<file path="src/rtl/uart_pkg.sv">
// uart_pkg: frame constants, FSM state type and frame-load helper for the UART transmitter.
// Defining UART_PARITY_EN adds an even-parity bit between d7 and the stop bit.
package uart_pkg;
`ifdef UART_PARITY_EN
   localparam int FRAME_BITS = 11;
`else
   localparam int FRAME_BITS = 10;
`endif
   localparam int CLKS_PER_BIT_DEF = 217;
   localparam int SHREG_W = FRAME_BITS - 1;
   localparam int BIT_W = $clog2(FRAME_BITS);
   typedef enum logic {IDLE, SEND} state_t;
   // Start bit sits in the LSB; the stop bit is supplied by the ones shifted in at the MSB.
   function automatic logic [SHREG_W-1:0] frame_load(input logic [7:0] d);
`ifdef UART_PARITY_EN
      return {^d, d, 1'b0};
`else
      return {d, 1'b0};
`endif
   endfunction
endpackage

</file>
<file path="src/rtl/uart_tx_shreg.sv">
// uart_tx_shreg: right shift register with parallel load and 1-bit MSB insert; resets to all ones.
module uart_tx_shreg #(
   parameter int W = 9
) (
   input  logic         clk,
   input  logic         rst_n,
   input  logic         i_load,
   input  logic         i_shift,
   input  logic         i_msb,
   input  logic [W-1:0] i_din,
   output logic         o_lsb
);
   logic [W-1:0] r_q;
   always_ff @(posedge clk or negedge rst_n)
      if (!rst_n) r_q <= '1;
      else if (i_load) r_q <= i_din;
      else if (i_shift) r_q <= {i_msb, r_q[W-1:1]};
   assign o_lsb = r_q[0];
endmodule

</file>
<file path="src/rtl/uart_tx_frame.sv">
// uart_tx_frame: 8N1 UART transmitter (8E1 with UART_PARITY_EN) with baud counter, bit counter and frame FSM.
module uart_tx_frame
   import uart_pkg::*;
#(
   parameter int CLKS_PER_BIT = CLKS_PER_BIT_DEF
) (
   input  logic       clk,
   input  logic       rst_n,
   input  logic [7:0] in_data,
   input  logic       in_valid,
   output logic       in_ready,
   output logic       tx,
   output logic       busy
);
   localparam int CNT_W = $clog2(CLKS_PER_BIT);
   state_t           r_state;
   logic [CNT_W-1:0] r_baud;
   logic [BIT_W-1:0] r_bit;
   logic             w_tick;
   logic             w_load;
   logic             w_last;
   assign in_ready = (r_state == IDLE);
   assign busy     = (r_state == SEND);
   assign w_load   = in_valid && in_ready;
   assign w_tick   = busy && (r_baud == CNT_W'(CLKS_PER_BIT - 1));
   assign w_last   = (r_bit == BIT_W'(FRAME_BITS - 1));
   uart_tx_shreg #(.W(SHREG_W)) u_shreg (
      .clk    (clk),
      .rst_n  (rst_n),
      .i_load (w_load),
      .i_shift(w_tick),
      .i_msb  (1'b1),
      .i_din  (frame_load(in_data)),
      .o_lsb  (tx)
   );
   always_ff @(posedge clk or negedge rst_n)
      if (!rst_n) begin
         r_state <= IDLE;
         r_baud  <= '0;
         r_bit   <= '0;
      end else if (r_state == IDLE) begin
         r_baud <= '0;
         r_bit  <= '0;
         if (in_valid) r_state <= SEND;
      end else if (w_tick) begin
         r_baud <= '0;
         r_bit  <= w_last ? '0 : r_bit + BIT_W'(1);
         if (w_last) r_state <= IDLE;
      end else r_baud <= r_baud + CNT_W'(1);
endmodule

</file>
<file path="config.mk">
export PLATFORM = sky130hd
export DESIGN_NAME = uart_tx_frame
export DESIGN_NICKNAME = d
export VERILOG_FILES = /design/src/rtl/uart_pkg.sv /design/src/rtl/uart_tx_shreg.sv /design/src/rtl/uart_tx_frame.sv
export SDC_FILE = /design/constraint.sdc
export NUM_CORES = 1
export LEC_CHECK = 0
export BUFFER_PORTS_ARGS = -buffer_cell sky130_fd_sc_hd__buf_2
export CAP_MARGIN = 20
export CORE_UTILIZATION = 45
export CTS_CLUSTER_SIZE = 12
export DETAILED_ROUTE_END_ITERATION = 10
export GPL_TIMING_DRIVEN = 1
export HOLD_SLACK_MARGIN = 0.08
export PLACE_DENSITY_LB_ADDON = 0.2
export SLEW_MARGIN = 20
export SYNTH_ARGS = -nofsm -noshare
export SYNTH_HDL_FRONTEND = slang
export SYNTH_SLANG_ARGS = --single-unit
</file>
<file path="constraint.sdc">
create_clock -name clk -period 1.6 [get_ports clk]
set_input_delay 0.08 -clock clk [delete_from_list [all_inputs] [get_ports clk]]
set_output_delay 0.08 -clock clk [all_outputs]
set_load 0.01 [all_outputs]
</file>
==> flow_summary.json, run 1 <==
{
  "clockBufferDepth": 2,
  "cts_tree": "yes",
  "cts.clk_slew.worst_paths_ns": 0.12,
  "clock-skew-final_ns": 0.00323,
  "ys_seq_elements": 22,
  "die_area_sq_um": 2670,
  "synthToLayoutAreaGrowth_pct": 20.8,
  "post_drt_wl_per_cell_um": 14.5,
  "post-route-drc-count": 0,
  "drive_above_1_share_pct": 28.5,
  "avgSynthCellArea_sq_um": 10.7,
  "routed_wirelength_um": 2280,
  "synth_area_leader_cell": "dfrtp_1",
  "std_cell_rows": 17,
  "finalHoldViolations": 0,
  "slew_viol_final": 0,
  "cp.required_ns": 1.81,
  "post-route-period-util_pct": 93.8,
  "end_kind": "register",
  "cts_inserted_buffers": 3,
  "netlist_area_sq_um": 1110,
  "yosysWarnings": 0,
  "grt_pass1_wl_um": 3860,
  "clock-sinks": 22,
  "tightest_slew_ns": 0.501,
  "fin_setup_tns_ns": 0,
  "initial_core_util_pct": 48.8,
  "gp_congestion": 0.774,
  "p_leak_nw": 0.584,
  "vias": 873,
  "startpoint_type": "register",
  "vias_per_cell": 5.53,
  "ys.flop_type": "dfrtp_1",
  "async_flop_share_pct": 100,
  "nNetsFinal": 146,
  "synth-edff-count": 0,
  "postSynthNetCount": 119,
  "ys_seq_area_share_pct": 50.6,
  "die_h_um": 51.7,
  "drtAntennaViolNets": 0,
  "firstDrtPassIters": 4,
  "period_minus_slack_ns": 1.50,
  "hpwl_um": 1620,
  "grt_max_degree": 23,
  "yosysTopAreaCellShare_pct": 29.3,
  "path_class": "register to register",
  "insertion_delay_ns": 0.30,
  "synth_cells": 104,
  "n_antenna_cell": 0,
  "first_global_vias": 877,
  "track_usage_pct": 19.9,
  "finalSetupViolations": 0,
  "maxCapViolations": 0,
  "ios": 14,
  "die_w_um": 51.7,
  "antenna_found_initial": 0,
  "power_mw": 0.930,
  "postCtsSetupBuffers": 0,
  "max_freq_mhz": 666,
  "overflow": 0,
  "relSlewSlack_pct": 66.6,
  "h-tree-depth": 1,
  "synth.area.top_cells": "dfrtp_1 (29%), dfstp_2 (21%), a221o_1 (6.3%), and2_1 (4.5%), ha_1 (4.5%)",
  "ys_types": 35,
  "ir_drop_uv": 493,
  "hold_class": "input port to register",
  "status": "complete, no violations",
  "core-area_sq_um": 2280,
  "io_buffers": 13,
  "power_density_nw_per_um2": 692,
  "rsz0062_at_grt": "false",
  "worstPathArrival_ns": 1.71,
  "cts-root-buf": "clkbuf_4",
  "cp_max_fo": 6,
  "drt-initial-drc-count": 21
}
==> synth_stat cells, types with 2 or more instances <==
cell type	instances
nor2_1	7
or3_1	3
nand3_1	5
nand2b_1	2
nand4b_1	2
a21oi_1	5
o21ai_0	6
nor3_1	2
buf_2	2
xor2_1	2
dfstp_2	9
dfrtp_1	13
nand4_1	2
inv_1	5
and2_1	8
ha_1	4
nand2_1	3
a221o_1	7
==> critical path: stages, from the launching register on <==
cell and delay, ns:
dfrtp_1 0.43, or3b_1 0.47, a211o_1 0.26, a32o_1 0.25
==> power by group <==
group	internal (mW)	leakage [nW]	switching, mW	total [mW]
Sequential	0.575	0.256	0.00678	0.582
Combinational	0.0257	0.307	0.0177	0.0435
Clock	0.139	0.0210	0.165	0.304
Total	0.740	0.584	0.190	0.930
==> final timing paths <==
check | to | depth (start not counted) | start | slack (ns)
max | r_bit[3]$_DFFE_PN0P_ | 3 | r_baud[6]$_DFF_PN0_ | 0.1
min | u_shreg.r_q[1]$_DFFE_PN1P_ | 3 | in_data[0] | 0.09
max reg2reg | r_bit[3]$_DFFE_PN0P_ | 3 | r_baud[6]$_DFF_PN0_ | 0.1
min reg2reg | u_shreg.r_q[0]$_DFFE_PN1P_ | 2 | u_shreg.r_q[0]$_DFFE_PN1P_ | 0.50
max in group asynchronous | u_shreg.r_q[4]$_DFFE_PN1P_ | 2 | rst_n | 0.98
min in group asynchronous | r_bit[3]$_DFFE_PN0P_ | 2 | rst_n | 0.26
==> layer usage <==
metal | GRT usage [%] | vias to the layer above | routed length (um)
li1 | - | 435 | -
met1 | 26.5 | 423 | 1080
met2 | 32.9 | 13 | 1150
met3 | 2.63 | 2 | 45
met4 | 7.21 | 0 | 10
met5 | 0 | - | 0
==> sequential cells by signal (all words and copies together), names as in the netlist <==
signal       flops
busy             1
r_baud           8
r_bit            4
u_shreg.r_q      9
==> final cells by class <==
type	instances	area, sq um
well taps	28	35.0
repair buffers	26	175
flip-flops and latches	22	562
clock buffers	4	36.3
multi-input cells	73	515
inverters	5	18.8
fillers	198	933
==> kinds of logic (layout without fill, tap and decap cells) <==
kind of cell               Yosys count  count (layout)  synth area share, %
adders and majority gates            4               4                 4.50
and+or+nand+nor                     40              40                 21.2
DFF                                 22              22                 50.6
AOI/OAI and AO/OA                   26              26                 17.5
xor gates and xnor gates             3               3                 2.37
buffers and inverters                9              35                 3.94
==> timing repair <==
item	CTS	global route
hold buffers	5	0
endpoints found under the hold margin	26	0
setup endpoints to repair	0	15
gates resized for setup	0	3
==> metrics by stage <==
step                      setup WS (ns)  std cells  utilization [%]  instance area (sq um)  hold slack (ns)
after floorplan                  0.0563        104                -                   1110           -0.216
after CTS                        0.0351        158             58.5                   1330           0.0829
after detailed placement         0.0540        149             54.8                   1250           0.0725
after global routing             0.0213        158             59.0                   1340           0.0904
after global placement            0.119        149             54.8                   1250           0.0643
final                            0.0986        158             59.0                   1340           0.0885
==> placed cells by master (no fill, tap or decap), types with 6 or more instances in the layout <==
cell type / n
and2_1: 7
o21ai_0: 6
buf_4: 8
dfrtp_1: 13
buf_2: 13
dfstp_2: 9
a221o_1: 7
nor2_1: 7
(Power assumes the default switching activity.)
==> run 2: changes to the inputs <==
PLACE_DENSITY = 0.67   (was default)
PLACE_DENSITY_LB_ADDON = default   (was 0.2)
==> run 2 against run 1 <==
Register-to-register slack worse by 0.02 ns. Global-route usage fell by 0.89 points. Via count increased by 3.9%. Sequential share of layout area decreased by 0.99 points. Critical path depth up 2. Fmax is 1.0% lower. Final area grew 2.4%. Largest cell class unchanged. Highest routed layer unchanged.
==> flow_summary.json, run 2 (synthesis gave the netlist of run 1 again) <==
{
  "status": "complete, no violations",
  "seqCellArea_sq_um": 562,
  "cpMaxStageDelayCell": "dfrtp_1",
  "vias": 907,
  "hold_class": "input port to register",
  "grt_max_degree": 23,
  "die_area_sq_um": 2670,
  "slowest_delay_ns": 0.40,
  "track_usage_pct": 19.0,
  "die_w_um": 51.7,
  "period_minus_slack_ns": 1.52,
  "core-area_sq_um": 2280,
  "startpoint_type": "register",
  "firstDrtPassIters": 4,
  "grt_util_met2_pct": 32.7,
  "worstPathArrival_ns": 1.76,
  "finalSetupViolations": 0,
  "p_leak_nw": 0.599,
  "vias_per_cell": 5.67,
  "rsz0062_at_grt": "false",
  "path_class": "register to register",
  "overflow": 0,
  "post-route-period-util_pct": 94.8,
  "h-tree-depth": 1,
  "cts-root-buf": "clkbuf_4",
  "first_global_vias": 837,
  "dp_cells": 148,
  "die_h_um": 51.7,
  "largest_reg_flops": 9,
  "routed_wirelength_um": 2270,
  "drt-initial-drc-count": 18,
  "insertion_delay_ns": 0.31,
  "drtAntennaViolNets": 0,
  "relSlewSlack_pct": 67.1,
  "reg_top3": "u_shreg.r_q x9, r_baud x8, r_bit x4",
  "maxCapViolations": 0,
  "post-route-drc-count": 0,
  "initial_core_util_pct": 48.8,
  "drive_above_1_share_pct": 28.0,
  "clock-skew-final_ns": 0.00718,
  "grt-busiest-layer": "met2",
  "io_buffers": 13,
  "cp_max_fo": 9,
  "cts.clk_slew.worst_paths_ns": 0.13,
  "clock-sinks": 22,
  "cp.required_ns": 1.85,
  "antenna_found_initial": 0,
  "synthToLayoutAreaGrowth_pct": 23.8,
  "nFillCells": 195,
  "tightest_slew_ns": 0.493,
  "cts_inserted_buffers": 3,
  "critical_path.top_delay_family": "simple AND/OR/NAND/NOR gates",
  "clockBufferDepth": 2,
  "fin_setup_tns_ns": 0,
  "max_freq_mhz": 659,
  "finalNonFillerCells": 160,
  "finalHoldViolations": 0,
  "grt_use_met3_pct": 5.26,
  "slew_viol_final": 0,
  "grt_util_met1_pct": 23.1,
  "std_cell_rows": 17,
  "end_kind": "register",
  "path_cells": "inv_1 > ha_1 > and4_1 > and2_2 > a221o_1",
  "post_drt_wl_per_cell_um": 14.2,
  "grt_pass1_wl_um": 3730,
  "cts_tree": "yes",
  "ir_drop_uv": 635,
  "power_density_nw_per_um2": 770,
  "n_antenna_cell": 0,
  "final_cell_mix": "dfrtp_1 (13), buf_2 (13), dfstp_2 (9), dlygate4sd3_1 (8)",
  "hpwl_um": 1580,
  "top_register": "u_shreg.r_q",
  "multiInputGateArea_sq_um": 509,
  "gp_congestion": 0.724,
  "crit_buf_inv": 1,
  "ios": 14,
  "nNetsFinal": 148
}
==> run 2: worst reg2reg max path: stages (launching register included) <==
cell and delay, ns:
dfrtp_1 0.40, inv_1 0.05, ha_1 0.19, and4_1 0.20
and2_2 0.25, a221o_1 0.36
==> run 2: final cells by class <==
cell class,instances,area share (%)
Tap cell,28,2.55
Timing Repair Buffer,28,14.4
Sequential cell,22,40.9
Clock buffer,3,1.64
Multi-Input combinational cell,73,37.0
Inverter,5,1.36
Clock inverter,1,2.18
==> run 2: repair_timing <==
item                                    4_1_cts  5_1_grt
buffers inserted                              0        0
hold buffers                                  8        0
endpoints found under the hold margin        29        0
gates resized for setup                       0        2
endpoints found under the setup margin        0        8
==> run 2: final timing paths <==
| kind | startpoint | slack (ns) | end | depth (start not counted) |
|---|---|---|---|---|
| min in group asynchronous | rst_n | 0.25 | r_baud[2]$_DFF_PN0_ | 2 |
| max in group asynchronous | rst_n | 0.99 | u_shreg.r_q[0]$_DFFE_PN1P_ | 2 |
| min | in_data[0] | 0.10 | u_shreg.r_q[1]$_DFFE_PN1P_ | 3 |
| max | r_baud[1]$_DFF_PN0_ | 0.08 | u_shreg.r_q[1]$_DFFE_PN1P_ | 5 |
| min reg2reg | u_shreg.r_q[0]$_DFFE_PN1P_ | 0.51 | u_shreg.r_q[0]$_DFFE_PN1P_ | 2 |
| max reg2reg | r_baud[1]$_DFF_PN0_ | 0.08 | u_shreg.r_q[1]$_DFFE_PN1P_ | 5 |
==> run 2: power breakdown <==
group | switching [mW] | leakage [nW] | internal, mW | total [mW]
Sequential | 0.00631 | 0.256 | 0.575 | 0.582
Combinational | 0.0176 | 0.315 | 0.0304 | 0.0480
Clock | 0.176 | 0.0279 | 0.253 | 0.430
Total | 0.200 | 0.599 | 0.859 | 1.06
==> run 2: per-stage QoR <==
| stage | cell area [sq um] | worst slack, ns | total power, mW | hold slack, ns | utilization (%) |
|---|---|---|---|---|---|
| 2_1_floorplan | 1110 | 0.0563 | 0.600 | -0.216 | - |
| 3_3_place_gp | 1240 | 0.115 | 0.624 | 0.0687 | 54.4 |
| 3_5_place_dp | 1240 | 0.0796 | 0.625 | 0.0743 | 54.4 |
| 4_1_cts | 1370 | 0.0473 | 1.07 | 0.0945 | 60.3 |
| 5_1_grt | 1380 | 0.0108 | 1.09 | 0.115 | 60.4 |
| 6_report | 1380 | 0.0835 | 1.06 | 0.100 | 60.4 |
==> run 2: layer usage <==
metal | vias to the layer above | wire length [um]
li1 | 440 | -
met1 | 450 | 1050
met2 | 15 | 1130
met3 | 2 | 71
met4 | 0 | 16
met5 | - | 0
